--- src/rtl/chunked_adder_sequencer_pkg.sv ---
// chunked_adder_sequencer_pkg: shared chunk width and sequencer state encoding
package chunked_adder_sequencer_pkg;
  localparam int CHUNK_W = 3;
  typedef enum logic [1:0] {
    IDLE = 2'b00,
    RUN  = 2'b01,
    DONE = 2'b10
  } state_t;
endpackage

--- src/rtl/chunked_adder_sequencer_if.sv ---
// chunked_adder_sequencer_if: start/operand request and valid/ready result bundle
interface chunked_adder_sequencer_if
  import chunked_adder_sequencer_pkg::*;
#(
  parameter int NUM_CHUNKS = 4
);
  localparam int W = CHUNK_W * NUM_CHUNKS;
  logic         inp_start;
  logic [W-1:0] inp_A;
  logic [W-1:0] inp_B;
  logic         inp_cin;
  logic         inp_ready;
  logic         out_busy;
  logic         out_valid;
  logic [W-1:0] out_S;
  logic         out_cout;
  modport master (
    output inp_start, inp_A, inp_B, inp_cin, inp_ready,
    input  out_busy, out_valid, out_S, out_cout
  );
  modport slave (
    input  inp_start, inp_A, inp_B, inp_cin, inp_ready,
    output out_busy, out_valid, out_S, out_cout
  );
endinterface

--- src/rtl/three_bit_adder.sv ---
// three_bit_adder: combinational 3-bit full-adder stage shared across chunks
module three_bit_adder (
  input  logic [2:0] A,
  input  logic [2:0] B,
  input  logic       cin,
  output logic [2:0] S,
  output logic       cout
);
  assign {cout, S} = {1'b0, A} + {1'b0, B} + {3'b000, cin};
endmodule

--- src/rtl/chunked_adder_sequencer.sv ---
// chunked_adder_sequencer: W-bit add done one 3-bit chunk per clock, LSB chunk first
module chunked_adder_sequencer
  import chunked_adder_sequencer_pkg::*;
#(
  parameter int NUM_CHUNKS = 4
) (
  input logic inp_clk,
  input logic inp_rst_n,
  chunked_adder_sequencer_if.slave bus
);
  localparam int W = CHUNK_W * NUM_CHUNKS;
  localparam int CW = $clog2(NUM_CHUNKS);
  localparam logic [CW-1:0] LAST = CW'(NUM_CHUNKS - 1);
  state_t state;
  logic [CW-1:0] cnt;
  logic carry;
  logic [W-1:0] a_sr;
  logic [W-1:0] b_sr;
  logic [W-1:0] res;
  logic [CHUNK_W-1:0] s;
  logic co;
  logic [W-1:0] res_next;
  three_bit_adder u_stage (
    .A(a_sr[CHUNK_W-1:0]),
    .B(b_sr[CHUNK_W-1:0]),
    .cin(carry),
    .S(s),
    .cout(co)
  );
  // sum chunks enter at the top and shift down, so chunk k lands at bits [3k+2:3k] after the last shift
  assign res_next = {s, res[W-1:CHUNK_W]};
  always_ff @(posedge inp_clk or negedge inp_rst_n)
    if (!inp_rst_n) begin
      state <= IDLE;
      cnt <= '0;
      carry <= 1'b0;
      a_sr <= '0;
      b_sr <= '0;
      res <= '0;
      bus.out_busy <= 1'b0;
      bus.out_valid <= 1'b0;
      bus.out_S <= '0;
      bus.out_cout <= 1'b0;
    end else
      case (state)
        IDLE:
          if (bus.inp_start) begin
            a_sr <= bus.inp_A;
            b_sr <= bus.inp_B;
            carry <= bus.inp_cin;
            cnt <= '0;
            bus.out_busy <= 1'b1;
            state <= RUN;
          end
        RUN: begin
          a_sr <= a_sr >> CHUNK_W;
          b_sr <= b_sr >> CHUNK_W;
          carry <= co;
          res <= res_next;
          cnt <= cnt == LAST ? '0 : cnt + 1'b1;
          if (cnt == LAST) begin
            bus.out_S <= res_next;
            bus.out_cout <= co;
            bus.out_valid <= 1'b1;
            state <= DONE;
          end
        end
        DONE:
          if (bus.inp_ready) begin
            bus.out_valid <= 1'b0;
            bus.out_busy <= 1'b0;
            state <= IDLE;
          end
        default: begin
          bus.out_valid <= 1'b0;
          bus.out_busy <= 1'b0;
          cnt <= '0;
          state <= IDLE;
        end
      endcase
endmodule
--- src/flat_wrapper.sv ---
// flat-port wrapper written by rule: the top's interface ports become plain ports
module chunked_adder_sequencer_flat import chunked_adder_sequencer_pkg::*;
#(
  parameter int NUM_CHUNKS = 4
)
  (inp_clk, inp_rst_n, bus_inp_start, bus_inp_A, bus_inp_B, bus_inp_cin, bus_inp_ready, bus_out_busy, bus_out_valid, bus_out_S, bus_out_cout);
  chunked_adder_sequencer_if #(.NUM_CHUNKS(NUM_CHUNKS)) bus_i ();
  input logic inp_clk;
  input logic inp_rst_n;
  input wire logic [$bits(bus_i.inp_start)-1:0] bus_inp_start;
  input wire logic [$bits(bus_i.inp_A)-1:0] bus_inp_A;
  input wire logic [$bits(bus_i.inp_B)-1:0] bus_inp_B;
  input wire logic [$bits(bus_i.inp_cin)-1:0] bus_inp_cin;
  input wire logic [$bits(bus_i.inp_ready)-1:0] bus_inp_ready;
  output wire logic [$bits(bus_i.out_busy)-1:0] bus_out_busy;
  output wire logic [$bits(bus_i.out_valid)-1:0] bus_out_valid;
  output wire logic [$bits(bus_i.out_S)-1:0] bus_out_S;
  output wire logic [$bits(bus_i.out_cout)-1:0] bus_out_cout;
  assign bus_i.inp_start = bus_inp_start;
  assign bus_i.inp_A = bus_inp_A;
  assign bus_i.inp_B = bus_inp_B;
  assign bus_i.inp_cin = bus_inp_cin;
  assign bus_i.inp_ready = bus_inp_ready;
  assign bus_out_busy = bus_i.out_busy;
  assign bus_out_valid = bus_i.out_valid;
  assign bus_out_S = bus_i.out_S;
  assign bus_out_cout = bus_i.out_cout;
  chunked_adder_sequencer #(.NUM_CHUNKS(NUM_CHUNKS)) u_core (.inp_clk(inp_clk), .inp_rst_n(inp_rst_n), .bus(bus_i));
endmodule
--- config.mk ---
export PLATFORM = sky130hd
export DESIGN_NAME = chunked_adder_sequencer_flat
export DESIGN_NICKNAME = d
export VERILOG_FILES = /design/src/rtl/chunked_adder_sequencer_pkg.sv /design/src/rtl/chunked_adder_sequencer_if.sv /design/src/rtl/three_bit_adder.sv /design/src/rtl/chunked_adder_sequencer.sv /design/src/flat_wrapper.sv
export SDC_FILE = /design/constraint.sdc
export NUM_CORES = 1
export LEC_CHECK = 0
export BUFFER_PORTS_ARGS = -buffer_cell sky130_fd_sc_hd__buf_4
export CAP_MARGIN = 15
export CORE_ASPECT_RATIO = 2
export CORE_MARGIN = 10
export CORE_UTILIZATION = 61
export CTS_BUF_LIST = sky130_fd_sc_hd__clkbuf_4
export CTS_CLUSTER_DIAMETER = 100
export CTS_CLUSTER_SIZE = 16
export DETAILED_ROUTE_END_ITERATION = 12
export GPL_TIMING_DRIVEN = 0
export PLACE_DENSITY = 0.95
export REMOVE_ABC_BUFFERS = 1
export SLEW_MARGIN = 20
export SYNTH_ARGS = -nofsm -noshare
export SYNTH_HDL_FRONTEND = slang
export SYNTH_SLANG_ARGS = --single-unit
--- constraint.sdc ---
create_clock -name inp_clk -period 3 [get_ports inp_clk]
set_input_delay 0.15 -clock inp_clk [delete_from_list [all_inputs] [get_ports inp_clk]]
set_output_delay 0.15 -clock inp_clk [all_outputs]
set_load 0.01 [all_outputs]
==> summary.md <==
| Metric | Value |
|---|---|
| Largest net degree at the start of global routing | 54 |
| DIE HEIGHT | 108 µm |
| Tcrit/Tclk final | 63.3% |
| Synth async-reset ratio | 100% |
| Syn Inst Count | 202 |
| Hold slack | 26.4 ps |
| Synth top cells by count | dfrtp_1 (53), nand2_1 (47), mux2i_1 (18), o21ai_0 (14), o21ai_1 (12) |
| Crit path kind | reg2reg |
| Fmax | 0.527 GHz |
| CTS max path bufs | 2 |
| Core area | 0.00365 mm² |
| ANT nets after route | 0 |
| Slew margin rel. | 43.7% |
| Max cap viols | 0 |
| Area leader, netlist | dfrtp_1 |
| Initial drt markers | 37 |
| CTS resizes | 0 |
| Area after DPL | 0.00262 mm² |
| IO Port Bufs | 43 |
| Seq/Total Area, Yosys | 56.7% |
| Hold_buf cts | 7 |
| Peak supply drop | 0.899 mV |
| 1st-pass router iterations | 4 |
| Pwr Density | 1020 mW/mm² |
| Final hold vios | 0 |
| Switching power share of the total | 36.9% |
| Clk_lat worst skew | 390 ps |
| Clk sink count | 53 |
| Pre-CTS WS | 1120 ps |
| GRT Overall Usage | 13.8% |
| P_sw | 1050 µW |
| Synth Cell Area | 0.00234 mm² |
| CP Launch Type | register |
| Final setup violation count | 0 |
| First-pass GRT wire length | 7510 µm |
| Final #Nets | 282 |
| Flop pwr share | 43.4% |
| Post-Layout Inst Area | 0.00277 mm² |
| Post-DP HPWL | 3200 µm |
| Storage element area | 0.00133 mm² |
| Most frequently used flop master after synthesis | dfrtp_1 |
| CTS tree | built |
| Fin worst setup slack | 1100 ps |
| Post-synthesis cell type count | 28 |
| H-tree depth | 2 |
| Avg Cell Area, Syn | 11.6 µm² |
| # diodes | 0 |
| Area Growth Syn to Fin | 18.6% |
| Worst-Margin Slew | 842 ps |
| Post-route DRC | 0 |
| Vias in the first global route | 1618 |
| Post-synth EDFFs | 0 |
| CP required | 3230 ps |
| Tmin final | 1900 ps |
| CTS Buf Count | 5 |
| Rows | 31 |
| Run status | completed |
| Worst Hold Class | in2reg |
| CP arrival | 2130 ps |
| Post-Route WL | 4480 µm |
| Setup slack, reg-to-reg | 1100 ps |
| Routed via count | 1575 |
| FILL cells | 254 |
| Overflow after GRT | 0 |
| Fin Setup TNS | 0 ps |
| Internal | 1790 µW |
| Comb pwr share | 42.6% |
| Area contributors post-synth | dfrtp_1 (57%), mux2i_1 (7.7%), nand2_1 (7.5%) |
| Placer Congestion | 0.757 |
| # IOs | 44 |
| Initial core utilization | 64.1% |
| Yosys warns | 0 |
| Wirelength per Cell | 15.0 µm |
| Total power draw | 2840 µW |
| Clk pin slew, worst setup/hold paths | 140 ps |
| Count leader, synth | dfrtp_1 |
| Max FO, Critical Path | 26 |
| Setup crit end kind | register |
| Clk root buf | clkbuf_4 |
| Initial antenna violation count | 0 |
| Seq cells post-synth | 53 |
| Yosys top cell area share | 56.7% |
| Layout Skew | 12.5 ps |
| Die width | 63.8 µm |
| RSZ-0062 raised after global routing | false |
| Postcts setup bufs | 0 |
| Fin. max-slew vios | 0 |
| Drt via density | 5.29 |
| Share of layout cells above drive strength 1 | 24.9% |
| Die Footprint | 0.00686 mm² |
| Multi-input combinational cell area | 891 µm² |
| Pleak | 0.00140 µW |
| Clock network fraction of design power | 14.0% |
logic make-up (layout without fill, tap and decap cells):
family                     count (synthesis)  after routing  synth area share (%)
DFF                                       53             53                  56.7
and+or+nand+nor                           57             57                  11.0
adders and majority gates                  5              5                  3.32
buffers and inverters                     17             64                  5.51
AOI/OAI and AO/OA                         42             42                  10.9
xor gates and xnor gates                   1              1                 0.375
muxes                                     27             27                  12.2
power by group through the flow:
stage,logic (µW),registers (µW),clock network [µW]
after floorplan,795,1240,0
after global placement,1140,1230,0
after detailed placement,1220,1250,0
after CTS,1230,1230,404
after global routing,1360,1280,436
final,1210,1230,397
critical path, stage by stage (launching register included):
cell and delay [ps]:
dfrtp_1 600, nor2b_4 780, mux2i_1 260, o21ai_0 100
placed cells by master (no fill, tap or decap), drive strengths merged, types with 2 or more instances in the layout:
| cell type | synthesis | routed |
|---|---|---|
| dfrtp | 53 | 53 |
| nand2 | 47 | 47 |
| buf | 10 | 43 |
| o21ai | 26 | 26 |
| mux2i | 18 | 18 |
| mux2 | 9 | 9 |
| a22o | 8 | 8 |
| dlygate4sd3 | 0 | 7 |
| inv | 6 | 6 |
| clkbuf | 1 | 6 |
| nand2b | 4 | 4 |
| a21oi | 4 | 4 |
| ha | 3 | 3 |
| nor2 | 2 | 2 |
| fa | 2 | 2 |
state kept, by name (all words and copies together) (netlist names):
name	cells
u_core.bus.out_valid	1
u_core.bus.out_busy	1
u_core.bus.out_S	12
u_core.a_sr	12
u_core.bus.out_cout	1
u_core.carry	1
u_core.b_sr	12
u_core.cnt	2
u_core.res	9
u_core.state	2
metrics by stage:
step	util, %	std cells
2_1_floorplan	-	191
3_3_place_gp	71.8	283
3_5_place_dp	72.0	283
4_1_cts	76.0	298
5_1_grt	76.0	298
6_report	76.0	298
path summary, 6_finish.rpt:
path,startpoint,end,cells past startpoint
min reg2reg,u_core.res[4]$_DFFE_PN0P_,u_core.res[4]$_DFFE_PN0P_,2
min in group asynchronous,inp_rst_n,u_core.b_sr[2]$_DFFE_PN0P_,2
min,bus_inp_ready,u_core.state[1]$_DFFE_PN0P_,4
max,u_core.state[0]$_DFFE_PN0P_,u_core.a_sr[3]$_DFFE_PN0P_,3
max reg2reg,u_core.state[0]$_DFFE_PN0P_,u_core.a_sr[3]$_DFFE_PN0P_,3
max in group asynchronous,inp_rst_n,u_core.bus.out_busy$_DFFE_PN0P_,2
cell type report:
class,count,share of cell area [%]
sequential,53,47.8
multi-input combinational,132,32.1
timing repair buffer,50,14.2
tap,49,2.21
clock buffer,6,1.62
clock inverter,2,1.22
inverter,6,0.812
routing by layer:
layer | track usage, % | part of all wire, % | vias up | wire, µm
li1 | - | - | 773 | -
met1 | 13.3 | 37 | 752 | 1650
met2 | 24.2 | 54 | 41 | 2410
met3 | 5.42 | 6.7 | 9 | 302
met4 | 7.23 | 2.6 | 0 | 117
met5 | 0 | 0 | - | 0
(Power assumes the default switching activity.)
